<file path="src/rtl/uart_tx_arbiter.sv">
// uart_tx_arbiter: round-robin packet-locked sharing of one UART TX port between two byte requesters (UART_ARB_TAG_EN prefixes each grant with TAG0/TAG1)
module uart_tx_arbiter #(
  parameter int MAX_BURST = 16,
  parameter int IDLE_TO = 255,
  parameter logic [7:0] TAG0 = 8'hA0,
  parameter logic [7:0] TAG1 = 8'hA1
) (
  input  logic       clk_clk,
  input  logic       reset_reset,
  input  logic [7:0] req0_data,
  input  logic       req0_valid,
  input  logic       req0_last,
  output logic       req0_ready,
  input  logic [7:0] req1_data,
  input  logic       req1_valid,
  input  logic       req1_last,
  output logic       req1_ready,
  output logic [7:0] tx_data,
  output logic       tx_write,
  input  logic       tx_busy,
  output logic [1:0] grant
);
`ifdef UART_ARB_TAG_EN
  localparam bit TAG_EN = 1'b1;
`else
  localparam bit TAG_EN = 1'b0;
`endif
  typedef enum logic [2:0] {IDLE, LOCKED, SEND, DRAIN, RELEASE} state_t;
  state_t state, state_n;
  logic ptr, ptr_n, own, own_n, last_q, last_n, first_q, first_n, tag_q, tag_n;
  logic o_valid, x_valid, o_last, hs;
  logic [7:0] o_data, data_n, burst_cnt, burst_n;
  logic [15:0] idle_cnt, idle_n;
  logic [1:0] grant_n;
  always_comb begin
    o_valid = own ? req1_valid : req0_valid;
    x_valid = own ? req0_valid : req1_valid;
    o_data = own ? req1_data : req0_data;
    o_last = own ? req1_last : req0_last;
    hs = state == LOCKED && !tag_q && o_valid && !tx_busy && !reset_reset;
    req0_ready = hs && !own;
    req1_ready = hs && own;
    tx_write = state == SEND && !reset_reset;
    state_n = state;
    ptr_n = ptr;
    own_n = own;
    last_n = last_q;
    first_n = 1'b0;
    tag_n = tag_q;
    burst_n = burst_cnt;
    idle_n = idle_cnt;
    data_n = tx_data;
    grant_n = grant;
    case (state)
      IDLE: if (req0_valid || req1_valid) begin
        own_n = req0_valid && req1_valid ? ptr : req1_valid;
        grant_n = own_n ? 2'b10 : 2'b01;
        burst_n = '0;
        idle_n = '0;
        tag_n = TAG_EN;
        state_n = LOCKED;
      end
      LOCKED: if (tag_q) begin
        if (!tx_busy) begin
          data_n = own ? TAG1 : TAG0;
          last_n = 1'b0;
          tag_n = 1'b0;
          state_n = SEND;
        end
      end else if (hs) begin
        data_n = o_data;
        last_n = o_last;
        burst_n = burst_cnt + 8'd1;
        idle_n = '0;
        state_n = SEND;
      end else if (!x_valid) begin
        idle_n = '0;
      end else if (!o_valid) begin
        idle_n = idle_cnt + 16'd1;
        if (idle_n == 16'(IDLE_TO)) begin
          grant_n = 2'b00;
          ptr_n = !own;
          state_n = RELEASE;
        end
      end
      SEND: begin
        first_n = 1'b1;
        state_n = DRAIN;
      end
      DRAIN: if (!first_q && !tx_busy) begin
        if (last_q || burst_cnt == 8'(MAX_BURST)) begin
          grant_n = 2'b00;
          ptr_n = !own;
          state_n = RELEASE;
        end else begin
          state_n = LOCKED;
        end
      end
      RELEASE: state_n = IDLE;
      default: state_n = IDLE;
    endcase
  end
  always_ff @(posedge clk_clk)
    if (reset_reset) begin
      state <= IDLE;
      ptr <= 1'b0;
      own <= 1'b0;
      last_q <= 1'b0;
      first_q <= 1'b0;
      tag_q <= 1'b0;
      burst_cnt <= '0;
      idle_cnt <= '0;
      tx_data <= '0;
      grant <= '0;
    end else begin
      state <= state_n;
      ptr <= ptr_n;
      own <= own_n;
      last_q <= last_n;
      first_q <= first_n;
      tag_q <= tag_n;
      burst_cnt <= burst_n;
      idle_cnt <= idle_n;
      tx_data <= data_n;
      grant <= grant_n;
    end
endmodule

</file>
<file path="config.mk">
export PLATFORM = sky130hd
export DESIGN_NAME = uart_tx_arbiter
export DESIGN_NICKNAME = d
export VERILOG_FILES = /design/src/rtl/uart_tx_arbiter.sv
export SDC_FILE = /design/constraint.sdc
export NUM_CORES = 1
export LEC_CHECK = 0
export BUFFER_PORTS_ARGS = -buffer_cell sky130_fd_sc_hd__buf_4
export CAP_MARGIN = 20
export CORE_MARGIN = 4
export CORE_UTILIZATION = 40
export DETAILED_ROUTE_END_ITERATION = 6
export HOLD_SLACK_MARGIN = 0.05
export PLACE_DENSITY = 0.6
export SYNTH_ARGS = -nofsm -noshare
export SYNTH_HDL_FRONTEND = slang
export SYNTH_SLANG_ARGS = --single-unit
</file>
<file path="constraint.sdc">
create_clock -name clk_clk -period 3.18 [get_ports clk_clk]
set_input_delay 0.159 -clock clk_clk [delete_from_list [all_inputs] [get_ports clk_clk]]
set_output_delay 0.159 -clock clk_clk [all_outputs]
set_load 0.005 [all_outputs]
</file>
==> results by group, run 1 <==
Outcome
  • Status: finished, final reports clean

GRT
  • Vias in the first global route: 2048
  • Largest net degree at the start of global routing: 40
  • First-pass GRT wire length: 9700 um
  • Initial antenna violation count: 0
  • Total GRT Usage: 16.2%
  • GRT overflow: 0

Timing
  • Final WS setup: 0.513 ns
  • Period utilisation layout: 83.9%
  • Clock Skew: 0.00803 ns
  • Slew margin rel.: 29.6%
  • Hold Violations, Final: 0
  • Minimum clock period: 2.67 ns
  • Slew of the pin with the lowest slew margin: 1.05 ns
  • Setup TNS: 0 ns
  • Slew Viols, Final: 0
  • Final setup violation count: 0
  • Unrepaired setup endpoints after global routing: false
  • Maximum clock rate: 0.375 GHz

Job
  • Max-cap check violation count: 0

Die
  • Chip width: 85.1 um
  • Ports: 36
  • Initial Utilization: 42.2%
  • Core Region: 0.00564 sq mm
  • Row Count: 27
  • Die span in y: 85.1 um
  • Full die area: 0.00724 sq mm

Power
  • Pwr Density: 378 mW/mm^2
  • Overall power after layout: 1.05 mW
  • Leakage Power: 1.03 nW
  • Worst vdd ir: 0.231 mV

Logic synthesis
  • Async SR Flop Fraction: 0%
  • Number of flops mapped to enable cells by yosys: 0
  • Ys Warns: 0
  • Syn_nets: 328
  • Library cells used by synthesis: 47
  • Count leader, synth: nor2_1
  • Top cells by count, synth: nor2_1 (45), dfxtp_1 (42), a21oi_1 (28)
  • Share of the synthesized area in the top cell type: 35.3%
  • Mapped Cells: 301
  • Top_reg_cell synth: dfxtp_1
  • Main area contributors after synthesis: dfxtp_1 (35%), nor2_1 (7.1%), a21oi_1 (5.9%), o21ai_0 (3.4%), mux2_2 (3.3%)
  • Mean Syn Cell Area: 7.90 sq um
  • Synth Register Bits: 42
  • Largest area contributor in the netlist: dfxtp_1
  • Synthesized area: 0.00238 sq mm
  • Post-synthesis sequential area ratio: 35.3%

Cells and area
  • Share of cells above drive strength 1: 18.0%
  • Antenna cells: 0
  • Fillers: 557
  • Nets: 354
  • Fin area: 0.00276 sq mm
  • Util after Layout: 49.0%
  • Sequential Area: 841 sq um
  • Multi-input logic area: 0.00142 sq mm
  • Area growth from synthesis to layout: 16.2%

Critical path
  • CP max stage delay: 0.69 ns
  • Bufs and invs on worst path: 0
  • Critical path type: reg -> reg
  • Arrival time worst endpoint: 2.90 ns
  • Top delay family on crit path: simple AND/OR/NAND/NOR gates
  • Worst-path cell with the longest stage delay: dfxtp_1
  • Req. time, crit path: 3.41 ns
  • Critical Path Fanout Max: 18
  • Critical path cell sequence: mux2i_1 -> or3_2 -> nor2_2 -> or4_4 -> or4b_1 -> a21oi_1
  • CP endpoint kind: flip-flop
  • Startpoint types: flip-flop

Placed design
  • Pre-CTS setup slack: 0.543 ns
  • Post-DP HPWL: 3930 um
  • Port buffer count: 35
  • Routability cong.: 0.821
  • Cell Area, Placed: 0.00268 sq mm

Drt
  • Vias: 2255
  • Detailed-route wire length: 5640 um
  • Router iterations before antenna repair: 4
  • ANT nets after route: 0
  • WL/cell: 14.1 um
  • Vias/cell: 5.64
  • Number of DRC markers in iteration 0: 138
  • Post-route DRC: 0

CTS
  • Resize count post-CTS: 0
  • TritonCTS Buffers: 5
  • Clk buf depth: 2
  • Setup Fix Bufs, Post-CTS: 0
  • Worst skew pair latency: 0.30 ns
  • H-tree levels: 2
  • Clock-pin slew on the worst setup and hold paths: 0.08 ns
  • CTS tree: built
  • Root Buffer: clkbuf_8
  • Hold Buf Count CTS: 0
  • Clock sinks: 42

Hold path
  • Min-Delay Path Class: in -> reg
power by group:
group / internal, mW / total (mW) / switching (mW)
Sequential: 0.537 / 0.552 / 0.0151
Clock: 0.155 / 0.347 / 0.192
Combinational: 0.0681 / 0.147 / 0.0786
path summary, 6_finish.rpt:
check | endpoint | depth (start not counted) | start | slack [ns]
setup / recovery | idle_cnt[6]$_SDFFE_PP0P_ | 6 | own$_SDFFE_PP0P_ | 0.51
setup reg to reg | idle_cnt[6]$_SDFFE_PP0P_ | 6 | own$_SDFFE_PP0P_ | 0.51
hold / removal | tx_data[7]$_SDFFE_PP0P_ | 3 | req0_data[7] | 0.21
hold reg to reg | tx_data[5]$_SDFFE_PP0P_ | 2 | tx_data[5]$_SDFFE_PP0P_ | 0.47
stage by stage:
step / cells / hold slack (ns)
detailed placement: 392 / 0.464
CTS: 400 / 0.205
global placement: 392 / 0.458
finish: 400 / 0.214
floorplan: 301 / 0.404
global route: 400 / 0.229
routing by layer:
layer	wire length (um)	track usage, %	share of wire, %
met5	0	0	0
met4	102	6.47	1.8
met3	392	3.79	7.0
met2	2530	25.5	45
met1	2620	21.4	46
kinds of logic (layout without fill, tap and decap cells):
| logic type | Yosys count | after routing | synth area share (%) |
|---|---|---|---|
| xor+xnor | 14 | 14 | 5.16 |
| fa+ha+maj | 4 | 4 | 2.10 |
| flops | 42 | 42 | 35.3 |
| simple gates | 124 | 124 | 27.5 |
| buf+inv | 30 | 57 | 5.37 |
| mux | 12 | 12 | 5.42 |
| compound gates | 75 | 75 | 19.1 |
cell usage in the layout, fill, tap and decap left out, drive strengths merged, types with 3 or more instances in the layout:
cell type / synthesis / layout
nor2: 47 / 47
dfxtp: 42 / 42
buf: 7 / 39
a21oi: 28 / 28
o21ai: 17 / 17
nor3: 13 / 13
nand4: 11 / 11
inv: 10 / 10
nand2: 10 / 10
nand3: 9 / 9
xor2: 9 / 9
a22oi: 8 / 8
mux2: 7 / 7
nand3b: 6 / 6
clkbuf: 13 / 6
mux2i: 5 / 5
xnor2: 5 / 5
nand2b: 5 / 5
a31oi: 4 / 4
a21o: 4 / 4
nand4b: 4 / 4
a211oi: 4 / 4
ha: 4 / 4
and3: 3 / 3
nor4: 3 / 3
or4: 3 / 3
worst register-to-register path, stage by stage, from the launching register on:
cell	delay, ns
dfxtp_1	0.69
mux2i_1	0.32
or3_2	0.22
nor2_2	0.08
or4_4	0.61
or4b_1	0.54
a21oi_1	0.14
final cells by class:
class | count | area share (%)
Clock buffer | 6 | 2.63
Timing Repair Buffer | 39 | 10.6
Inverter | 10 | 1.36
Clock inverter | 2 | 0.498
Sequential cell | 42 | 30.4
Multi-Input combinational cell | 229 | 51.2
Tap cell | 72 | 3.26
sequential cells by signal, indices dropped and copies added, names as in the netlist, 2 cells and up:
name and cells:
burst_cnt 8, grant 2, idle_cnt 16, state 3, tx_data 8
No activity file was read; power rests on OpenSTA's default activity.
==> inputs of run 2 (changes only) <==
- PLACE_DENSITY: 0.6 -> 0.63
- clock period: 3.18 -> 2.4 ns (I/O delays scaled with it)
==> results by group, run 2 (synthesis gave the netlist of run 1 again) <==
GRT
  • Total GRT Usage: 15.9% (was 16.2%)
  • Initial antenna violation count: 0 (unchanged)
  • Largest net degree at the start of global routing: 38 (was 40)
  • GRT overflow: 0 (unchanged)
  • Vias in the first global route: 2063 (was 2048)
  • First-pass GRT wire length: 9520 um (was 9700 um)

Placed design
  • Pre-CTS setup slack: 0.0804 ns (was 0.543 ns)
  • Post-DP HPWL: 4280 um (was 3930 um)
  • Routability cong.: 0.816 (was 0.821)
  • Placed insts: 408 (was 392)
  • Port buffer count: 35 (unchanged)

Power
  • Worst vdd ir: 0.280 mV (was 0.231 mV)
  • Pint: 1.02 mW (was 760 uW)
  • Combinational fraction of design power: 16.1% (was 14.0%)
  • Share of power burned in registers: 51.5% (was 52.8%)
  • Psw: 380 uW (was 285 uW)
  • Leakage Power: 1.12 nW (was 1.03 nW)
  • Pwr Density: 477 mW/mm^2 (was 378 mW/mm^2)
  • Clock power share: 32.5% (was 33.2%)
  • Sw frac: 27.1% (was 27.3%)

Drt
  • Detailed-route wire length: 5840 um (was 5640 um)
  • ANT nets after route: 0 (unchanged)
  • Vias/cell: 5.58 (was 5.64)
  • Number of DRC markers in iteration 0: 135 (was 138)
  • Vias: 2320 (was 2255)
  • Post-route DRC: 0 (unchanged)
  • WL/cell: 14.0 um (was 14.1 um)
  • Router iterations before antenna repair: 4 (unchanged)

Cells and area
  • Area growth from synthesis to layout: 23.6% (was 16.2%)
  • Biggest register: idle_cnt (unchanged)
  • Most frequent cells in the layout: buf_4 (55), nor2_1 (45), dfxtp_1 (40) (was nor2_1 (45), dfxtp_1 (42), buf_4 (39))
  • Util after Layout: 52.1% (was 49.0%)
  • Share of cells above drive strength 1: 24.7% (was 18.0%)
  • Commonest non-fill, non-tap cell in the layout: buf_4 (was nor2_1)
  • Largest register FFs: 16 (unchanged)
  • Top flop regs: idle_cnt x16, burst_cnt x8, tx_data x8 (unchanged)
  • Nets: 370 (was 354)
  • Antenna cells: 0 (unchanged)
  • Non-Filler Instances: 416 (was 400)

Critical path
  • Worst-path cell with the longest stage delay: dfxtp_1 (unchanged)
  • Arrival time worst endpoint: 2.49 ns (was 2.90 ns)
  • Worst r2r src: idle_cnt[3]$_SDFFE_PP0P_ (was own$_SDFFE_PP0P_)
  • Critical Path Fanout Max: 7 (was 18)
  • Req. time, crit path: 2.58 ns (was 3.41 ns)
  • Critical path cell sequence: nand4_1 -> nor3_2 -> mux2i_1 -> nor3_1 -> nand4_1 -> o21a_1 -> mux2_2 (was mux2i_1 -> or3_2 -> nor2_2 -> or4_4 -> or4b_1 -> a21oi_1)
  • CP max stage delay: 0.45 ns (was 0.69 ns)
  • Bufs and invs on worst path: 0 (unchanged)
  • Worst setup startpoint: idle_cnt[3]$_SDFFE_PP0P_ (was own$_SDFFE_PP0P_)
  • Critical path type: reg -> reg (unchanged)
  • CP endpoint kind: flip-flop (unchanged)
  • Most used cell, CP: nand4_1
  • Startpoint types: flip-flop (unchanged)
  • Top delay family on crit path: simple AND/OR/NAND/NOR gates (unchanged)

Timing
  • Slew margin rel.: 63.1% (was 29.6%)
  • Maximum clock rate: 0.433 GHz (was 0.375 GHz)
  • Period utilisation layout: 96.1% (was 83.9%)
  • Clock Skew: 0.0106 ns (was 0.00803 ns)
  • Hold Violations, Final: 0 (unchanged)
  • Minimum clock period: 2.31 ns (was 2.67 ns)
  • Slew Viols, Final: 0 (unchanged)
  • Unrepaired setup endpoints after global routing: true (was false)
  • Worst hold slack: 0.185 ns (was 0.214 ns)
  • Slew of the pin with the lowest slew margin: 0.549 ns (was 1.05 ns)
  • Final WS setup: 0.0926 ns (was 0.513 ns)
  • Final setup violation count: 0 (unchanged)

CTS
  • Hold Buf Count CTS: 0 (unchanged)
  • Root Buffer: clkbuf_8 (unchanged)
  • Worst skew pair latency: 0.29 ns (was 0.30 ns)
  • TritonCTS Buffers: 5 (unchanged)
  • Clk buf depth: 2 (unchanged)
  • Clock-pin slew on the worst setup and hold paths: 0.08 ns (about the same)
  • Clock sinks: 42 (unchanged)
  • Setup Fix Bufs, Post-CTS: 0 (unchanged)
  • H-tree levels: 2 (unchanged)
  • CTS tree: built (unchanged)

Die
  • Row Count: 27 (unchanged)
  • Die span in y: 85.1 um (unchanged)
  • Full die area: 0.00724 sq mm (unchanged)
  • Core Region: 0.00564 sq mm (unchanged)
  • Ports: 36 (unchanged)
  • Initial Utilization: 42.2% (unchanged)
  • Chip width: 85.1 um (unchanged)

Job
  • Max-cap check violation count: 0 (unchanged)

Hold path
  • HP Start: req0_last (was req0_data[7])
  • Min-Delay Path Class: in -> reg (unchanged)

Outcome
  • Status: finished, final reports clean (unchanged)
## run 2: final timing paths
kind / end / slack [ns] / cells past startpoint
hold / removal: last_q$_SDFFE_PP0P_ / 0.19 / 4
hold reg to reg: tx_data[7]$_SDFFE_PP0P_ / 0.47 / 2
setup reg to reg: ptr$_SDFFE_PP0P_ / 0.09 / 7
setup / recovery: ptr$_SDFFE_PP0P_ / 0.09 / 7
## run 2: tightest hold or removal path, delay by kind of cell
family	cells	cell delay (ns)
buf+inv	1	0.07
mux	1	0.13
simple gates	1	0.07
compound gates	1	0.05
## run 2: routing by layer
layer	wire [um]	share of wire [%]	GRT usage [%]	vias up
li1	-	-	-	1170
met1	2860	49	21.7	1082
met2	2590	44	24.9	61
met3	338	5.8	3.88	7
met4	57	0.98	4.32	0
met5	0	0	0	-
## run 2: power groups by stage
stage / sequential, mW / combinational [mW] / clock [mW]
3_5_place_dp: 0.738 / 0.219 / 0
6_report: 0.722 / 0.225 / 0.455
2_1_floorplan: 0.737 / 0.131 / 0
4_1_cts: 0.722 / 0.220 / 0.469
3_3_place_gp: 0.737 / 0.218 / 0
5_1_grt: 0.724 / 0.249 / 0.500
## run 2: what timing repair did
action | in CTS | in global routing
gates resized for setup | 0 | 12
hold endpoints to repair | 0 | 0
endpoints found under the setup margin | 0 | 14
## run 2: layout make-up
type / count / area, sq um
Clock buffer: 6 / 72.6
Inverter: 10 / 37.5
Clock inverter: 2 / 13.8
Timing Repair Buffer: 55 / 413
Fill cell: 558 / 2700
Sequential cell: 42 / 843
Tap cell: 72 / 90.1
Multi-Input combinational cell: 229 / 1470
## run 2: through the flow
stage               power [mW]  setup TNS, ns  cell area, sq um
finish                    1.40              0              2940
global route              1.47       -0.00514              2940
CTS                       1.41              0              2880
detailed placement       0.957              0              2800
global placement         0.954              0              2800
floorplan                0.867              0              2380
